File: src/rtl/fsm_pkg.sv
// Shared types for the serial pulse-train transmitter and related FSM blocks.
package fsm_pkg;

    typedef enum logic [1:0] {
        IDLE  = 2'd0,
        BURST = 2'd1,
        GAP   = 2'd2,
        DONE  = 2'd3
    } pulse_gen_state_t;

    localparam int CNT_W_DEF = 8;

endpackage

File: src/rtl/fsm_down_counter.sv
// Loadable saturating down-counter; stops at zero instead of wrapping.
module fsm_down_counter #(
    parameter int W = 8
) (
    input  logic         clk,
    input  logic         async_rst,
    input  logic         load,
    input  logic [W-1:0] load_val,
    input  logic         en,
    output logic [W-1:0] count,
    output logic         is_one
);

    always_ff @(posedge clk or negedge async_rst) begin
        if (!async_rst)
            count <= '0;
        else if (load)
            count <= load_val;
        else if (en && count != '0)
            count <= count - 1'b1;
    end

    assign is_one = (count == W'(1));

endmodule

File: src/rtl/fsm_pulse_gen.sv
// Serial pulse-train transmitter: burst_cnt bursts of burst_len high cycles
// separated by gap_len low cycles, with start/abort control and done/err status.
module fsm_pulse_gen
    import fsm_pkg::*;
#(
    parameter int CNT_W = CNT_W_DEF
) (
    input  logic             clk,
    input  logic             async_rst,
    input  logic             start,
    input  logic             abort,
    input  logic [CNT_W-1:0] burst_len,
    input  logic [CNT_W-1:0] gap_len,
    input  logic [CNT_W-1:0] burst_cnt,
    output logic             out,
    output logic             busy,
    output logic             done,
    output logic             err
);

    pulse_gen_state_t state, next_state;

    logic [CNT_W-1:0] burst_len_q, gap_len_q;
    logic [CNT_W-1:0] ph_count, bc_count, ph_val;
    logic             ph_is_one, bc_is_one;
    logic             ph_load, ph_en, bc_load, bc_en;
    logic             start_ok, illegal, accept, err_d;
    logic             ph_last, bc_last;

    assign start_ok = (state == IDLE || state == DONE) && start && !abort;
    assign illegal  = (burst_len == '0) || (burst_cnt == '0);
    assign accept   = start_ok && !illegal;
    assign err_d    = start_ok && illegal;

    // A zero count is treated as "last" too, so a corrupted counter can never stall the FSM.
    assign ph_last = ph_is_one || (ph_count == '0);
    assign bc_last = bc_is_one || (bc_count == '0);

    fsm_down_counter #(.W(CNT_W)) u_phase (
        .clk      (clk),
        .async_rst(async_rst),
        .load     (ph_load),
        .load_val (ph_val),
        .en       (ph_en),
        .count    (ph_count),
        .is_one   (ph_is_one)
    );

    fsm_down_counter #(.W(CNT_W)) u_bursts (
        .clk      (clk),
        .async_rst(async_rst),
        .load     (bc_load),
        .load_val (burst_cnt),
        .en       (bc_en),
        .count    (bc_count),
        .is_one   (bc_is_one)
    );

    always_ff @(posedge clk or negedge async_rst) begin
        if (!async_rst) begin
            state       <= IDLE;
            burst_len_q <= '0;
            gap_len_q   <= '0;
            out         <= 1'b0;
            busy        <= 1'b0;
            done        <= 1'b0;
            err         <= 1'b0;
        end else begin
            state <= next_state;
            if (accept) begin
                burst_len_q <= burst_len;
                gap_len_q   <= gap_len;
            end
            out  <= (next_state == BURST);
            busy <= (next_state == BURST) || (next_state == GAP);
            done <= (next_state == DONE) || err_d;
            err  <= err_d;
        end
    end

    always_comb begin
        next_state = state;
        ph_load    = 1'b0;
        ph_val     = burst_len_q;
        ph_en      = 1'b0;
        bc_load    = 1'b0;
        bc_en      = 1'b0;
        case (state)
            IDLE, DONE: begin
                next_state = IDLE;
                if (accept) begin
                    next_state = BURST;
                    ph_load    = 1'b1;
                    ph_val     = burst_len;
                    bc_load    = 1'b1;
                end
            end
            BURST: begin
                ph_en = 1'b1;
                if (abort) begin
                    next_state = IDLE;
                end else if (ph_last) begin
                    bc_en = 1'b1;
                    if (bc_last) begin
                        next_state = DONE;
                    end else if (gap_len_q != '0) begin
                        next_state = GAP;
                        ph_load    = 1'b1;
                        ph_val     = gap_len_q;
                    end else begin
                        // zero gap: bursts merge into one continuous high stretch
                        ph_load = 1'b1;
                    end
                end
            end
            GAP: begin
                ph_en = 1'b1;
                if (abort) begin
                    next_state = IDLE;
                end else if (ph_last) begin
                    next_state = BURST;
                    ph_load    = 1'b1;
                end
            end
            default: next_state = IDLE;
        endcase
    end

endmodule

File: config.mk
export PLATFORM = sky130hd
export DESIGN_NAME = fsm_pulse_gen
export DESIGN_NICKNAME = d
export VERILOG_FILES = /design/src/rtl/fsm_pkg.sv /design/src/rtl/fsm_down_counter.sv /design/src/rtl/fsm_pulse_gen.sv
export SDC_FILE = /design/constraint.sdc
export NUM_CORES = 1
export LEC_CHECK = 0
export ABC_AREA = 1
export CAP_MARGIN = 20
export CORE_ASPECT_RATIO = 1.75
export CORE_MARGIN = 2
export CORE_UTILIZATION = 40
export CTS_BUF_LIST = sky130_fd_sc_hd__clkbuf_8 sky130_fd_sc_hd__clkbuf_16
export DETAILED_ROUTE_END_ITERATION = 8
export PLACE_DENSITY = 0.68
export SLEW_MARGIN = 20
export SYNTH_ARGS = -nofsm -noshare
export SYNTH_HDL_FRONTEND = slang
export SYNTH_SLANG_ARGS = --single-unit
export TNS_END_PERCENT = 100
File: constraint.sdc
create_clock -name clk -period 3.25 [get_ports clk]
set_clock_uncertainty 0.15 [all_clocks]
set_input_delay 0.65 -clock clk [delete_from_list [all_inputs] [get_ports clk]]
set_output_delay 0.65 -clock clk [all_outputs]
set_load 0.01 [all_outputs]
==> qor.txt, run 1 <==
CTS tree = done
post-synthesis cell area = 2510 um^2
CP required = 3.35 ns
synth unique cells = 32
R2R Setup Slk = 0.69 ns
Leak Pwr = 1.41 nW
crit path time final = 2.56 ns
number of H-tree levels = 2
Layout Cells excl Fill = 458
Max Cap Violations = 0
Die Area = 6940 um^2
diode count = 0
CP delay by family, top = simple AND/OR/NAND/NOR gates
Crit. End Element = flop
largest net degree at the start of global routing = 39
fmax = 0.390 GHz
Hold Crit Class = input port to asynchronous set/reset pin
finished layout cell area = 2980 um^2
post-synthesis mux area share = 0%
clock slew at reported path FFs = 0.07 ns
Initial Utilization = 40.9%
initial antenna violation count = 0
IO Port Bufs = 31
DRC Markers = 0
Tot GR Track Use = 20.3%
status = finished clean
Initial DRC Count = 94
Clock Latency Late Sink = 0.30 ns
r2r endpoint = busy$_DFF_PN0_
CP Buf/Inv Count = 2
drt total wl = 6290 um
via count of the first global-routing pass = 2288
total CTS buffers = 5
simple-gate share of the synthesized area = 35.9%
routed len/inst = 13.7 um
hold_ws = 0.305 ns
Final period util = 78.8%
crit-path cells = inv_1 > ha_1 > or2_2 > nand4_1 > nor2_1 > nor2_1 > o31ai_1 > ha_1 > inv_1
layout cell share with drive strength beyond 1 = 6.61%
row cnt = 38
fin nets = 415
grt total ovfl = 0
vias = 2293
ANT nets after route = 0
DIE HEIGHT = 109 um
Critical R2R Launch = u_bursts.count[0]$_DFFE_PN0P_
Worst Tran Pin Value = 0.860 ns
Worst Reg-to-Reg Cells = 9
Slew Limit Fails = 0
IO Pins = 32
Worst path slowest cell = o31ai_1
Post-synth EDFFs = 0
DP HPWL = 4870 um
Synth Area in XOR/XNOR = 3.15%
register area share after synthesis = 37.9%
core footprint = 6130 um^2
critical path launch point type = flop
Max VDD drop = 292 uV
Area Growth Syn to Fin = 18.8%
RSZ-0062 raised after global routing = false
gpl congestion = 0.830
Power Total = 0.00135 W
largest family of logic cells by synthesized area = simple AND/OR/NAND/NOR gates
chip width = 63.8 um
Placed Area = 2890 um^2
average size of a mapped cell = 7.29 um^2
power per cell area = 452 nW/um^2
root buf cell = clkbuf_8
Pre-antenna DRT Iters = 4
clk buf depth = 2
post-synthesis compound-gate area fraction = 8.69%
Slew HR = 42.7%
Vias/cell = 5.01
Ys Warns = 0
CP Max Fanout = 12
FFs w/ async S/R, synth = 100%
Yosys reg bits = 38
Synth Flop Type = dfrtp_1
TritonCTS Sinks = 38
Inst Count DP = 450
critical path type = flop to flop
final setup fails = 0
global-route wire length before repair = 10800 um
Synth Instances = 344
worst path arrival time = 2.66 ns
CTS-repair resized insts = 0
Setup TNS Final = 0 ns
Hold Fails Final Rpt = 0
FILL cells = 621
cts hold-fix bufs = 0
setup bufs post-CTS = 0
adder-cell share of the synthesized area = 4.99%
syn nets = 382
max incr delay on CP = 0.42 ns
[sequential cells by signal (all words and copies together) (netlist names)]
signal	cells
done	1
state	2
out	1
err	1
u_phase.count	8
gap_len_q	8
u_bursts.count	8
busy	1
burst_len_q	8
[cell usage in the layout, fill, tap and decap left out]
cell type / n
o21ai_0: 18
nor2_1: 55
o21ai_1: 1
nor3_4: 1
a21oi_1: 12
o21a_1: 1
and2_1: 8
or2_2: 2
o31ai_1: 2
nor3_1: 3
nand2_2: 1
nand4_1: 11
o211ai_1: 3
xor2_1: 8
nand2_4: 2
clkdlybuf4s50_1: 30
nor2_2: 4
buf_4: 5
nand3_1: 37
clkinv_1: 1
clkinv_2: 1
nand4_2: 1
dfrtp_1: 38
inv_2: 1
buf_2: 1
nor4_1: 1
o221ai_1: 2
nand3b_1: 6
ha_1: 10
xnor2_1: 1
inv_1: 44
clkbuf_8: 6
nand2_1: 61
[power breakdown]
part           leakage [nW]  internal, W  switching [W]
combinational         0.901     0.000166       0.000233
sequential            0.456     0.000552      0.0000585
clock                0.0524     0.000168       0.000169
total                  1.41     0.000885       0.000460
[cells by family (layout without fill, tap and decap cells)]
family	after synthesis	after routing
DFF	38	38
AOI/OAI and AO/OA	39	39
adders and majority gates	10	10
xor gates and xnor gates	9	9
buffers and inverters	55	89
and+or+nand+nor	193	193
[synthesized netlist by cell type, types with 2 or more instances]
cell | instances | area (um^2)
nand4_1 | 11 | 68.8
nand2_1 | 61 | 229
o211ai_1 | 3 | 22.5
buf_2 | 3 | 15.0
a21oi_1 | 12 | 60.1
nor3_1 | 3 | 15.0
nor2_2 | 4 | 25.0
dfrtp_1 | 38 | 951
nand3_1 | 37 | 185
or2_2 | 2 | 12.5
nand3b_1 | 6 | 45.0
o31ai_1 | 2 | 15.0
and2_1 | 8 | 50.1
ha_1 | 10 | 125
buf_6 | 3 | 33.8
inv_1 | 43 | 161
o221ai_1 | 2 | 17.5
nor2_1 | 55 | 206
xor2_1 | 8 | 70.1
nand2_4 | 2 | 22.5
o21ai_0 | 18 | 90.1
clkbuf_1 | 3 | 11.3
[area by class of cell]
type / instances / area, um^2 / share of cell area [%]
Sequential cell: 38 / 951 / 31.9
Inverter: 45 / 169 / 5.67
Timing Repair Buffer: 36 / 343 / 11.5
Clock buffer: 6 / 82.6 / 2.77
Tap cell: 80 / 100 / 3.36
Multi-Input combinational cell: 251 / 1320 / 44.4
Clock inverter: 2 / 8.76 / 0.294
[per-layer routing]
metal | share of wire, % | track usage, %
met1 | 38 | 21.6
met2 | 57 | 38.4
met3 | 2.5 | 2.79
met4 | 2.9 | 9.78
met5 | 0 | 0
[worst reg2reg max path: stages, from the launching register on]
cell and delay [ns]:
dfrtp_1 0.40, inv_1 0.12, ha_1 0.22, or2_2 0.15
nand4_1 0.34, nor2_1 0.28, nor2_1 0.08, o31ai_1 0.42
ha_1 0.31, inv_1 0.05
[per-stage QoR]
step	utilization [%]	setup slack (ns)
after floorplan	-	0.934
final	48.5	0.688
after detailed placement	47.0	0.490
after CTS	48.5	0.683
after global routing	48.5	0.452
after global placement	47.0	0.502
[how the worst max path moves through the flow]
| stage | to | cells past startpoint | start |
|---|---|---|---|
| 6_report | busy$_DFF_PN0_ | 9 | u_bursts.count[0]$_DFFE_PN0P_ |
| 5_1_grt | busy$_DFF_PN0_ | 9 | u_bursts.count[0]$_DFFE_PN0P_ |
| 4_1_cts | u_phase.count[1]$_DFFE_PN0P_ | 10 | state[0]$_DFF_PN0_ |
| 3_5_place_dp | u_phase.count[7]$_DFFE_PN0P_ | 11 | burst_len[7] |
| 3_3_place_gp | u_phase.count[5]$_DFFE_PN0P_ | 11 | burst_len[7] |
| 2_1_floorplan | done$_DFF_PN0_ | 10 | u_bursts.count[0]$_DFFE_PN0P_ |
No activity file was read; power rests on OpenSTA's default activity.
==> run 2, diff against run 1 <==
==> constraint.sdc (replaced) <==
create_clock -name clk -period 2.4 [get_ports clk]
set_clock_uncertainty 0.15 [all_clocks]
set_input_delay 0.48 -clock clk [delete_from_list [all_inputs] [get_ports clk]]
set_output_delay 0.48 -clock clk [all_outputs]
set_load 0.01 [all_outputs]
==> run 2 against run 1 <==
Against the previous run:
- first-iteration DRC count decreased by 33%
- global-route usage shrank 0.36 points
- critical path depth rose by 1
- core utilization up 2.2 points
- count of clock-buffer cells in the layout did not move
- sequential share of layout area fell by 1.4 points
- worst setup slack lost 0.54 ns
- final cell count grew 3.7%
- die area is the same
==> qor.txt, run 2 (synthesis gave the netlist of run 1 again) <==
status = finished clean
DIE HEIGHT = 109 um
met1 Track Usage GR = 20.2%
Area Growth Syn to Fin = 24.2%
fin nets = 432
worst path arrival time = 2.28 ns
gpl congestion = 0.870
IO Pins = 32
Slew HR = 66.9%
Worst Tran Pin Value = 0.496 ns
diode count = 0
row cnt = 38
most frequent cells in the layout = nand2_1 (61), nor2_1 (54), inv_1 (44)
FILL cells = 596
initial antenna violation count = 0
cts hold-fix bufs = 0
core footprint = 6130 um^2
Power Total = 0.00186 W
Leak Pwr = 1.49 nW
drt total wl = 6250 um
final setup fails = 0
finished layout cell area = 3110 um^2
CP Max Fanout = 8
Pre-antenna DRT Iters = 4
number of H-tree levels = 2
Die Area = 6940 um^2
Top Usage Layer GRT = met2
setup bufs post-CTS = 0
commonest non-fill, non-tap cell in the layout = nand2_1
root buf cell = clkbuf_8
layout cell share with drive strength beyond 1 = 11.1%
total CTS buffers = 5
Hold Fails Final Rpt = 0
critical path type = flop to flop
Hold Crit Class = input port to asynchronous set/reset pin
power per cell area = 597 nW/um^2
TritonCTS Sinks = 38
largest net degree at the start of global routing = 39
CTS-repair resized insts = 0
routed len/inst = 13.1 um
GR Util met3 = 2.58%
fmax = 0.443 GHz
Placed Area = 3010 um^2
via count of the first global-routing pass = 2407
Initial DRC Count = 63
Max Cap Violations = 0
IO Port Bufs = 31
DP HPWL = 4930 um
Crit. End Element = flop
clk buf depth = 2
DRC Markers = 0
Final period util = 94.0%
M2 GR Usage = 36.4%
Initial Utilization = 40.9%
critical path launch point type = flop
Tot GR Track Use = 19.9%
global-route wire length before repair = 10700 um
Slew Limit Fails = 0
Setup TNS Final = 0 ns
vias = 2359
CP required = 2.43 ns
chip width = 63.8 um
CTS tree = done
Max VDD drop = 385 uV
Clock Latency Late Sink = 0.29 ns
RSZ-0062 raised after global routing = false
crit path time final = 2.26 ns
ANT nets after route = 0
grt total ovfl = 0
Vias/cell = 4.97
clock slew at reported path FFs = 0.07 ns
run 2: changes by cell type in the layout (fill, tap and decap cells not counted), sizes merged:
cell | before | now
buf | 6 | 23
run 2: metrics by stage:
| stage | utilization, % | hold slack, ns | instances | setup WS, ns |
|---|---|---|---|---|
| 5_1_grt | 50.7 | 0.132 | 475 | 0.0202 |
| 6_report | 50.7 | 0.0772 | 475 | 0.145 |
| 2_1_floorplan | - | 0.0344 | 344 | 0.0838 |
| 4_1_cts | 50.6 | 0.102 | 475 | 0.0878 |
| 3_3_place_gp | 49.1 | 0.387 | 467 | 0.0491 |
| 3_5_place_dp | 49.1 | 0.395 | 467 | 0.0634 |
run 2: worst paths after layout:
kind / startpoint / end / slack (ns) / depth (start not counted)
setup / recovery: u_bursts.count[0]$_DFFE_PN0P_ / done$_DFF_PN0_ / 0.14 / 10
hold / removal: async_rst / busy$_DFF_PN0_ / 0.08 / 2
setup reg to reg: u_bursts.count[0]$_DFFE_PN0P_ / done$_DFF_PN0_ / 0.14 / 10
hold reg to reg: u_bursts.count[0]$_DFFE_PN0P_ / u_bursts.count[0]$_DFFE_PN0P_ / 0.40 / 2
max in group asynchronous: async_rst / gap_len_q[1]$_DFFE_PN0P_ / 1.67 / 2
min in group clk: u_bursts.count[0]$_DFFE_PN0P_ / u_bursts.count[0]$_DFFE_PN0P_ / 0.40 / 2
run 2: cell type report:
class / instances / area [um^2] / area share, %
multi-input combinational: 251 / 1330 / 42.7
sequential: 38 / 951 / 30.6
timing repair buffer: 53 / 470 / 15.1
inverter: 45 / 169 / 5.43
tap: 80 / 100 / 3.22
clock buffer: 6 / 82.6 / 2.65
clock inverter: 2 / 8.76 / 0.281
run 2: worst max-delay path: stages, from the launching register on:
cell	delay (ns)
dfrtp_1	0.37
inv_1	0.07
ha_1	0.23
or2_2	0.30
nand4_1	0.08
buf_4	0.16
nand2_1	0.06
a21oi_1	0.15
o31ai_1	0.10
ha_1	0.19
or2_2	0.28
run 2: metal layers:
metal  vias up  share of wire (%)
li1       1207                  -
met1      1083                 37
met2        42                 55
met3        27                1.8
met4         0                6.7
met5         -                  0
run 2: power breakdown:
group | leakage, nW | internal (W) | switching [W] | total (W)
Combinational | 0.981 | 0.000259 | 0.000322 | 0.000580
Sequential | 0.456 | 0.000747 | 0.0000761 | 0.000823
Clock | 0.0524 | 0.000228 | 0.000227 | 0.000455
Total | 1.49 | 0.00123 | 0.000625 | 0.00186
==> run 3, diff against run 2 <==
--- a/config.mk
+++ b/config.mk
@@ -12,7 +12,8 @@
 export CORE_UTILIZATION = 40
 export CTS_BUF_LIST = sky130_fd_sc_hd__clkbuf_8 sky130_fd_sc_hd__clkbuf_16
 export DETAILED_ROUTE_END_ITERATION = 8
-export PLACE_DENSITY = 0.68
+export DONT_BUFFER_PORTS = 1
+export PLACE_DENSITY = 0.61
 export SLEW_MARGIN = 20
 export SYNTH_ARGS = -nofsm -noshare
 export SYNTH_HDL_FRONTEND = slang
==> run 3 against run 2 <==
Against the previous run:
- worst hold slack improved by 0.020 ns
- core utilization fell by 5.1 points
- sequential power increased by 0.9%
- critical endpoint unchanged
- highest routed layer unchanged
==> qor.txt, run 3 (synthesis gave the netlist of run 1 again) <==
DRC Markers = 0
largest net degree at the start of global routing = 39
Pre-antenna DRT Iters = 4
most frequent cells in the layout = nand2_1 (60), nor2_1 (53), inv_1 (43)
Final Util = 45.6%
Max VDD drop = 534 uV
layout cell share with drive strength beyond 1 = 11.5%
fmax = 0.451 GHz
Setup TNS Final = 0 ns
fin nets = 395
Worst Tran Pin Value = 0.320 ns
Hold Crit Class = input port to flop
TritonCTS Sinks = 38
number of H-tree levels = 2
Slew Limit Fails = 0
via count of the first global-routing pass = 2358
FILL cells = 621
CTS tree = done
clk buf depth = 2
routed len/inst = 14.9 um
initial antenna violation count = 0
total CTS buffers = 5
final setup fails = 0
drt total wl = 6530 um
critical path type = flop to flop
Clock Latency Late Sink = 0.31 ns
status = finished clean
Critical R2R Launch = u_bursts.count[0]$_DFFE_PN0P_
critical path launch point type = flop
Area Growth Syn to Fin = 11.7%
DIE HEIGHT = 109 um
row cnt = 38
Final period util = 92.4%
root buf cell = clkbuf_8
Slew HR = 78.6%
worst hold path startpoint = abort
diode count = 0
Die Area = 6940 um^2
Crit. End Element = flop
clock slew at reported path FFs = 0.08 ns
Hold Fails Final Rpt = 0
IO Port Bufs = 0
Leak Pwr = 1.35 nW
IO Pins = 32
worst path arrival time = 2.26 ns
power per cell area = 650 nW/um^2
CP Max Fanout = 4
grt total ovfl = 0
commonest non-fill, non-tap cell in the layout = nand2_1
Initial Utilization = 40.9%
ANT nets after route = 0
Max Cap Violations = 0
r2r endpoint = done$_DFF_PN0_
R2R Setup Slk = 0.18 ns
Critical Path Sink = done$_DFF_PN0_
chip width = 63.8 um
vias = 2239
Worst Reg-to-Reg Cells = 9
CP required = 2.45 ns
Vias/cell = 5.11
RSZ-0062 raised after global routing = false
gpl congestion = 0.833
Initial DRC Count = 89
global-route wire length before repair = 11000 um
crit path time final = 2.22 ns
Tot GR Track Use = 21.1%
CP startpoint = u_bursts.count[0]$_DFFE_PN0P_
core footprint = 6130 um^2
DP HPWL = 5010 um
==> run 3: worst min path at each step <==
stage                              endpoint  slack [ns]  cells after the start
2_1_floorplan      burst_len_q[0]$_DFF_PN0_        0.03                      0
3_3_place_gp                  err$_DFF_PN0_        0.04                      0
3_5_place_dp   u_phase.count[3]$_DFFE_PN0P_        0.04                      0
4_1_cts                       err$_DFF_PN0_        0.09                      1
5_1_grt                       err$_DFF_PN0_         0.1                      1
6_report                      err$_DFF_PN0_         0.1                      1
==> run 3: critical path, cell delays in order (launching register included) <==
cell,delay [ns]
dfrtp_1,0.37
inv_1,0.09
ha_1,0.22
or2_2,0.29
nand4_1,0.15
nand2_1,0.08
a21oi_1,0.15
o31ai_2,0.10
ha_1,0.20
or2_2,0.28
==> run 3: final cells by class <==
type	count	area, um^2	share of cell area [%]
Clock buffer	6	82.6	2.95
Clock inverter	2	8.76	0.313
Inverter	45	169	6.03
Multi-Input combinational cell	251	1350	48.3
Sequential cell	38	951	34.0
Tap cell	80	100	3.58
Timing Repair Buffer	16	135	4.83
==> run 3: through the flow <==
step	cell area, um^2	setup slack [ns]	std cells	power (W)	hold slack (ns)
after floorplan	2510	0.0838	344	0.00121	0.0344
after global placement	2640	0.0647	427	0.00132	0.0357
after detailed placement	2640	0.0682	427	0.00133	0.0356
after CTS	2760	0.0385	437	0.00182	0.0920
after global routing	2800	0.0537	438	0.00195	0.0980
final	2800	0.183	438	0.00182	0.0975
==> run 3: what timing repair did <==
item | CTS | global route
hold buffers | 2 | 0
buffers inserted | 0 | 1
gates resized for setup | 0 | 8
setup endpoints to repair | 0 | 14
hold endpoints to repair | 38 | 0
==> run 3: power by group <==
group	internal [W]	total [W]	leakage, nW	switching (W)
combinational	0.000200	0.000512	0.837	0.000312
sequential	0.000746	0.000830	0.456	0.0000839
clock	0.000228	0.000478	0.0524	0.000250
==> run 3: metal layers <==
| layer | global-route usage [%] | part of all wire (%) | wire length (um) |
|---|---|---|---|
| met5 | 0 | 0 | 0 |
| met4 | 10.1 | 2.7 | 178 |
| met3 | 3.30 | 2.2 | 146 |
| met2 | 41.2 | 58 | 3810 |
| met1 | 21.0 | 37 | 2400 |
